===== src/rtl/rv32v_divider_if.sv =====
// Operand/result bundle between a vector-lane issuer and rv32v_divider.
// Latency: none (signal bundle only).
// Backpressure: none; start is only taken in IDLE/DONE, so the issuer watches busy/finished.
// Ports: dividend/divisor/is_signed/start (issuer -> divider),
//        busy/finished/quotient/remainder (divider -> issuer).
interface rv32v_divider_if #(
   parameter int BIT_WIDTH = 32
);
   logic [BIT_WIDTH-1:0] dividend;
   logic [BIT_WIDTH-1:0] divisor;
   logic                 is_signed;
   logic                 start;
   logic                 busy;
   logic                 finished;
   logic [BIT_WIDTH-1:0] quotient;
   logic [BIT_WIDTH-1:0] remainder;

   modport master (
      output dividend, divisor, is_signed, start,
      input  busy, finished, quotient, remainder
   );

   modport slave (
      input  dividend, divisor, is_signed, start,
      output busy, finished, quotient, remainder
   );
endinterface


===== src/rtl/rv32v_divider.sv =====
// Iterative radix-2 restoring divider with RISC-V divide-by-zero / overflow results.
// Latency: BIT_WIDTH+2 cycles from accept to finished; 1 cycle for divide-by-zero or signed overflow.
// Backpressure: start is ignored while busy; start held high in DONE chains the next op with no bubble.
// Ports: CLK, nRST (async active-low), bus (slave side of rv32v_divider_if).
module rv32v_divider #(
   parameter int BIT_WIDTH = 32
) (
   input  logic            CLK,
   input  logic            nRST,
   rv32v_divider_if.slave  bus
);
   localparam int CW = $clog2(BIT_WIDTH) + 1;

   typedef enum logic [1:0] {S_IDLE, S_DIVIDE, S_FIXUP, S_DONE} state_t;

   state_t                r_state;
   state_t                w_next;
   logic [CW-1:0]         r_count;
   // The partial remainder always ends an iteration below the divisor, so
   // only the shifted working value needs the extra (BIT_WIDTH+1)th bit.
   logic [BIT_WIDTH-1:0]  r_rem;
   logic [BIT_WIDTH-1:0]  r_quo;
   logic [BIT_WIDTH-1:0]  r_div_mag;
   logic [BIT_WIDTH-1:0]  r_quotient;
   logic [BIT_WIDTH-1:0]  r_remainder;
   logic                  r_neg_quo;
   logic                  r_neg_rem;

   logic                  w_accept;
   logic                  w_div_zero;
   logic                  w_overflow;
   logic                  w_dvd_neg;
   logic                  w_dvs_neg;
   logic [BIT_WIDTH-1:0]  w_most_neg;
   logic [BIT_WIDTH-1:0]  w_dvd_mag;
   logic [BIT_WIDTH-1:0]  w_dvs_mag;
   logic [BIT_WIDTH:0]    w_rem_sh;
   logic [BIT_WIDTH:0]    w_trial;
   logic                  w_last;
   logic                  w_busy;
   logic                  w_finished;

   assign w_accept   = bus.start && ((r_state == S_IDLE) || (r_state == S_DONE));
   assign w_most_neg = {1'b1, {(BIT_WIDTH-1){1'b0}}};
   assign w_div_zero = (bus.divisor == '0);
   assign w_overflow = bus.is_signed && (bus.dividend == w_most_neg) && (bus.divisor == '1);
   assign w_dvd_neg  = bus.is_signed && bus.dividend[BIT_WIDTH-1];
   assign w_dvs_neg  = bus.is_signed && bus.divisor[BIT_WIDTH-1];
   // The most-negative value maps onto itself, which is its correct unsigned magnitude.
   assign w_dvd_mag  = w_dvd_neg ? -bus.dividend : bus.dividend;
   assign w_dvs_mag  = w_dvs_neg ? -bus.divisor  : bus.divisor;

   // One restoring step: shift the next dividend bit in, then try to subtract.
   assign w_rem_sh   = {r_rem, r_quo[BIT_WIDTH-1]};
   assign w_trial    = w_rem_sh - {1'b0, r_div_mag};
   assign w_last     = (r_count == CW'(BIT_WIDTH - 1));

   assign bus.busy      = w_busy;
   assign bus.finished  = w_finished;
   assign bus.quotient  = r_quotient;
   assign bus.remainder = r_remainder;

   always_ff @(posedge CLK or negedge nRST) begin
      if (!nRST) r_state <= S_IDLE;
      else       r_state <= w_next;
   end

   always_comb begin
      w_next     = r_state;
      w_busy     = 1'b0;
      w_finished = 1'b0;
      case (r_state)
         S_IDLE: begin
            if (w_accept) w_next = (w_div_zero || w_overflow) ? S_DONE : S_DIVIDE;
         end
         S_DIVIDE: begin
            w_busy = 1'b1;
            if (w_last) w_next = S_FIXUP;
         end
         S_FIXUP: begin
            w_busy = 1'b1;
            w_next = S_DONE;
         end
         S_DONE: begin
            w_finished = 1'b1;
            if (w_accept) w_next = (w_div_zero || w_overflow) ? S_DONE : S_DIVIDE;
            else          w_next = S_IDLE;
         end
         default: w_next = S_IDLE;
      endcase
   end

   always_ff @(posedge CLK or negedge nRST) begin
      if (!nRST) begin
         r_count     <= '0;
         r_rem       <= '0;
         r_quo       <= '0;
         r_div_mag   <= '0;
         r_quotient  <= '0;
         r_remainder <= '0;
         r_neg_quo   <= 1'b0;
         r_neg_rem   <= 1'b0;
      end else if (w_accept) begin
         r_count   <= '0;
         r_rem     <= '0;
         r_quo     <= w_dvd_mag;
         r_div_mag <= w_dvs_mag;
         r_neg_quo <= w_dvd_neg ^ w_dvs_neg;
         r_neg_rem <= w_dvd_neg;
         // Special cases publish their result immediately; divide-by-zero wins.
         if (w_div_zero) begin
            r_quotient  <= '1;
            r_remainder <= bus.dividend;
         end else if (w_overflow) begin
            r_quotient  <= bus.dividend;
            r_remainder <= '0;
         end
      end else if (r_state == S_DIVIDE) begin
         r_count <= r_count + 1'b1;
         if (!w_trial[BIT_WIDTH]) begin
            r_rem <= w_trial[BIT_WIDTH-1:0];
            r_quo <= {r_quo[BIT_WIDTH-2:0], 1'b1};
         end else begin
            r_rem <= w_rem_sh[BIT_WIDTH-1:0];
            r_quo <= {r_quo[BIT_WIDTH-2:0], 1'b0};
         end
      end else if (r_state == S_FIXUP) begin
         r_quotient  <= r_neg_quo ? -r_quo : r_quo;
         r_remainder <= r_neg_rem ? -r_rem : r_rem;
      end
   end
endmodule

===== src/flat_wrapper.sv =====
// flat-port wrapper written by rule: the top's interface ports become plain ports
module rv32v_divider_flat 
#(
   parameter int BIT_WIDTH = 32
)
  (CLK, nRST, bus_dividend, bus_divisor, bus_is_signed, bus_start, bus_busy, bus_finished, bus_quotient, bus_remainder);
  rv32v_divider_if #(.BIT_WIDTH(BIT_WIDTH)) bus_i ();
  input  logic CLK;
  input  logic nRST;
  input wire logic [$bits(bus_i.dividend)-1:0] bus_dividend;
  input wire logic [$bits(bus_i.divisor)-1:0] bus_divisor;
  input wire logic [$bits(bus_i.is_signed)-1:0] bus_is_signed;
  input wire logic [$bits(bus_i.start)-1:0] bus_start;
  output wire logic [$bits(bus_i.busy)-1:0] bus_busy;
  output wire logic [$bits(bus_i.finished)-1:0] bus_finished;
  output wire logic [$bits(bus_i.quotient)-1:0] bus_quotient;
  output wire logic [$bits(bus_i.remainder)-1:0] bus_remainder;
  assign bus_i.dividend = bus_dividend;
  assign bus_i.divisor = bus_divisor;
  assign bus_i.is_signed = bus_is_signed;
  assign bus_i.start = bus_start;
  assign bus_busy = bus_i.busy;
  assign bus_finished = bus_i.finished;
  assign bus_quotient = bus_i.quotient;
  assign bus_remainder = bus_i.remainder;
  rv32v_divider #(.BIT_WIDTH(BIT_WIDTH)) u_core (.CLK(CLK), .nRST(nRST), .bus(bus_i));
endmodule

===== config.mk =====
export PLATFORM = sky130hd
export DESIGN_NAME = rv32v_divider_flat
export DESIGN_NICKNAME = d
export VERILOG_FILES = /design/src/rtl/rv32v_divider_if.sv /design/src/rtl/rv32v_divider.sv /design/src/flat_wrapper.sv
export SDC_FILE = /design/constraint.sdc
export NUM_CORES = 1
export LEC_CHECK = 0
export ABC_AREA = 0
export BUFFER_PORTS_ARGS = -buffer_cell sky130_fd_sc_hd__buf_4
export CORE_ASPECT_RATIO = 0.9
export CORE_MARGIN = 8
export CORE_UTILIZATION = 30
export CTS_CLUSTER_DIAMETER = 30
export CTS_CLUSTER_SIZE = 30
export DETAILED_ROUTE_END_ITERATION = 16
export GPL_ROUTABILITY_DRIVEN = 0
export PLACE_DENSITY = 0.49
export SLEW_MARGIN = 10
export SYNTH_ARGS = -nofsm -noshare
export SYNTH_HDL_FRONTEND = slang
export SYNTH_SLANG_ARGS = --single-unit

===== constraint.sdc =====
create_clock -name CLK -period 4.73 [get_ports CLK]
set_input_delay 0.946 -clock CLK [delete_from_list [all_inputs] [get_ports CLK]]
set_output_delay 0.946 -clock CLK [all_outputs]
set_load 0.02 [all_outputs]

==> results.txt <==
hold path depth -> 2
Least-Margin Pin Slew -> 1.01 ns
CP Max Fanout -> 15
vias in the first global route -> 10544
largest cells by area after synthesis -> dfrtp_1, xnor2_1, nand2_1, o21ai_0, ha_1
Synth area leader -> dfrtp_1
Max-Cap Viols -> 0
ANT cells -> 0
Post-Layout Cell Count -> 2091
Final Slew Violations -> 0
nets -> 1658
sequential area share after synthesis -> 35.8%
clk root buf -> clkbuf_16
count of cell types in the netlist -> 63
synth-to-layout area growth -> 18.1%
Hold WC Path Type -> reg2reg
final setup vio count -> 0
register bit total from synthesis -> 170
period utilization -> 86.5%
Iter 0 DRT Violations -> 754
IO Count -> 134
outcome -> finished clean
final worst slack -> 0.640 ns
syn_nets -> 1571
crit-path max cell delay -> 0.47 ns
Arr. time, crit path -> 4.37 ns
Antenna Violating Nets Remaining -> 0
overflow left after global routing -> 0
first-pass GRT wire length -> 62800 um
Gate Count Post-Synth -> 1459
Pwr Density -> 808 mW/mm^2
Post-synth EDFFs -> 0
Yosys top cell area share -> 35.8%
Worst slew margin -> 33.0%
chip width -> 226 um
multi-input logic area -> 0.00715 sq mm
gr usage total -> 17.1%
DR WL/cell -> 18.8 um
Die Ht -> 205 um
Post-synth top flop -> dfrtp_1
Crit Path Class -> reg2reg
Worst setup SP type -> register
layout cell share with drive strength beyond 1 -> 13.5%
RSZ-0062 raised after global routing -> no
placed instance count -> 2059
final critical-path required period -> 4.09 ns
Hold WS -> 0.479 ns
CP required -> 5.01 ns
fmax -> 244 MHz
Worst Path Buf+Inv -> 3
clk_skew -> 0.0147 ns
pre-CTS WS -> 0.347 ns
Clk Latency, worst-skew pair -> 0.45 ns
Cell Area, Synth -> 0.0119 sq mm
Clock Pin Slew Worst Setup and Hold Paths -> 0.07 ns
total setup buffers inserted after CTS -> 0
Leakage Power -> 5.84 nW
die area -> 0.0463 sq mm
clock sinks -> 170
CP cell instances -> inv_1 -> ha_1 -> fa_1 -> nand2b_1 -> a21oi_1 -> o21ai_0 -> o21ai_0 -> a21oi_1 -> o21ai_0 -> a31oi_1 -> buf_4 -> xnor2_2 -> buf_4 -> mux2i_1 -> a211oi_1
CTS Buf Count -> 17
initial antenna violation count -> 0
PostCTS Resize Cnt -> 0
stages on the worst setup path -> 15
R2R cell count -> 15
hpwl dp -> 28900 um
Layout fillers -> 4124
critical path's top delay family -> compound AO/OA/AOI/OAI gates
slowest CP cell -> dfrtp_1
final hold violation count -> 0
# rows -> 69
DR pass1 iterations -> 5
CORE AREA -> 0.0393 sq mm
clk buf depth -> 2
Ys Warns -> 0
syn_area_per_cell -> 8.15 sq um
# H-tree levels -> 4
Detailed Route WL -> 39300 um
DRC viols -> 0
via count -> 10896
register area -> 0.00425 sq mm
Starting Density -> 30.3%
crit-path most repeated cell -> o21ai_0
via density per instance -> 5.21
peak supply drop -> 0.770 mV
ys async rst share -> 100%
Worst Setup End Kind -> register
CTS tree -> done
port bufs -> 133
Post-CTS Hold Buffers -> 0
largest net degree at the start of global routing -> 93
total negative slack -> 0 ns
area by class of cell:
cell class / instances / share of cell area (%)
repair buffers: 155 / 8.58
clock inverters: 12 / 0.811
clock buffers: 20 / 3.25
well taps: 532 / 4.74
inverters: 54 / 1.44
multi-input cells: 1148 / 50.9
flip-flops and latches: 170 / 30.3
per-layer routing:
metal,share of wire [%],track usage (%),up-vias
met2,43,25.5,260
met1,50,25.2,5242
li1,-,-,5369
met5,0,0,-
met3,5.6,3.38,25
met4,1.3,3.85,0
Yosys cell counts, drive strengths merged, types with 2 or more instances:
cell	count
and3	5
nand3b	3
a21oi	86
nor3	23
dfrtp	170
ha	43
o21ai	152
nor4	15
o21ba	2
a21boi	2
a31oi	39
nor2b	12
nand2	209
clkbuf	66
buf	21
o41ai	20
mux2i	35
a211oi	4
a221o	4
nand2b	15
inv	54
and2	4
or3	8
a221oi	17
a21o	7
nand4	21
o31ai	32
xnor2	93
xor2	58
or4	18
o311ai	8
nor2	142
o211ai	7
nor3b	2
nand3	20
mux2	2
or3b	2
o21a	2
or2	3
o22ai	24
where the power goes:
part / total (mW) / switching, mW / internal [mW]
Combinational: 6.92 / 4.12 / 2.80
Clock: 1.41 / 0.654 / 0.758
Sequential: 3.02 / 0.852 / 2.17
metrics by stage:
stage,total power [mW],cell area [sq um],utilization [%]
after floorplan,7.79,11900,-
after global placement,9.95,13500,34.3
after detailed placement,9.98,13500,34.3
after CTS,11.4,14000,35.8
after global routing,12.4,14000,35.8
final,11.4,14000,35.8
worst paths after layout:
check | startpoint | endpoint | slack (ns)
worst max register to register | u_core.r_quo[31] | u_core.r_rem[28] | 0.64
max in group asynchronous | nRST | u_core.r_count[2] | 3.18
worst min register to register | u_core.r_div_mag[16] | u_core.r_div_mag[16] | 0.48
min in group asynchronous | nRST | u_core.r_rem[12] | 0.55
worst max-delay path | u_core.r_quo[31] | u_core.r_rem[28] | 0.64
worst min-delay path | u_core.r_div_mag[16] | u_core.r_div_mag[16] | 0.48
kinds of logic after synthesis:
| logic type | count (synthesis) | share of synthesized area (%) |
|---|---|---|
| compound gates | 413 | 21.3 |
| xor+xnor | 151 | 11.1 |
| fa+ha+maj | 44 | 4.69 |
| buf+inv | 141 | 4.63 |
| flops | 170 | 35.8 |
| mux | 37 | 3.14 |
| simple gates | 503 | 19.3 |
tightest hold or removal path, delay by kind of cell, from the launching register on:
kind	cells	cell delay [ns]
AOI/OAI and AO/OA	1	0.06
DFF	1	0.34
and+or+nand+nor	1	0.05
sequential cells by signal, indices dropped and copies added, names as in the netlist, 2 cells and up:
name / cells
u_core.bus.remainder: 32
u_core.r_quo: 32
u_core.bus.quotient: 32
u_core.r_count: 6
u_core.r_rem: 32
u_core.r_div_mag: 32
u_core.r_state: 2
cells in the final DEF, fill, tap and decap left out, types with 39 or more instances in the layout:
master   count
a21oi_1     86
a31oi_1     39
buf_4      151
dfrtp_1    170
ha_1        42
inv_1       54
nand2_1    208
nor2_1     142
o21ai_0    150
xnor2_1     91
xor2_1      58
No activity file was read; power rests on OpenSTA's default activity.
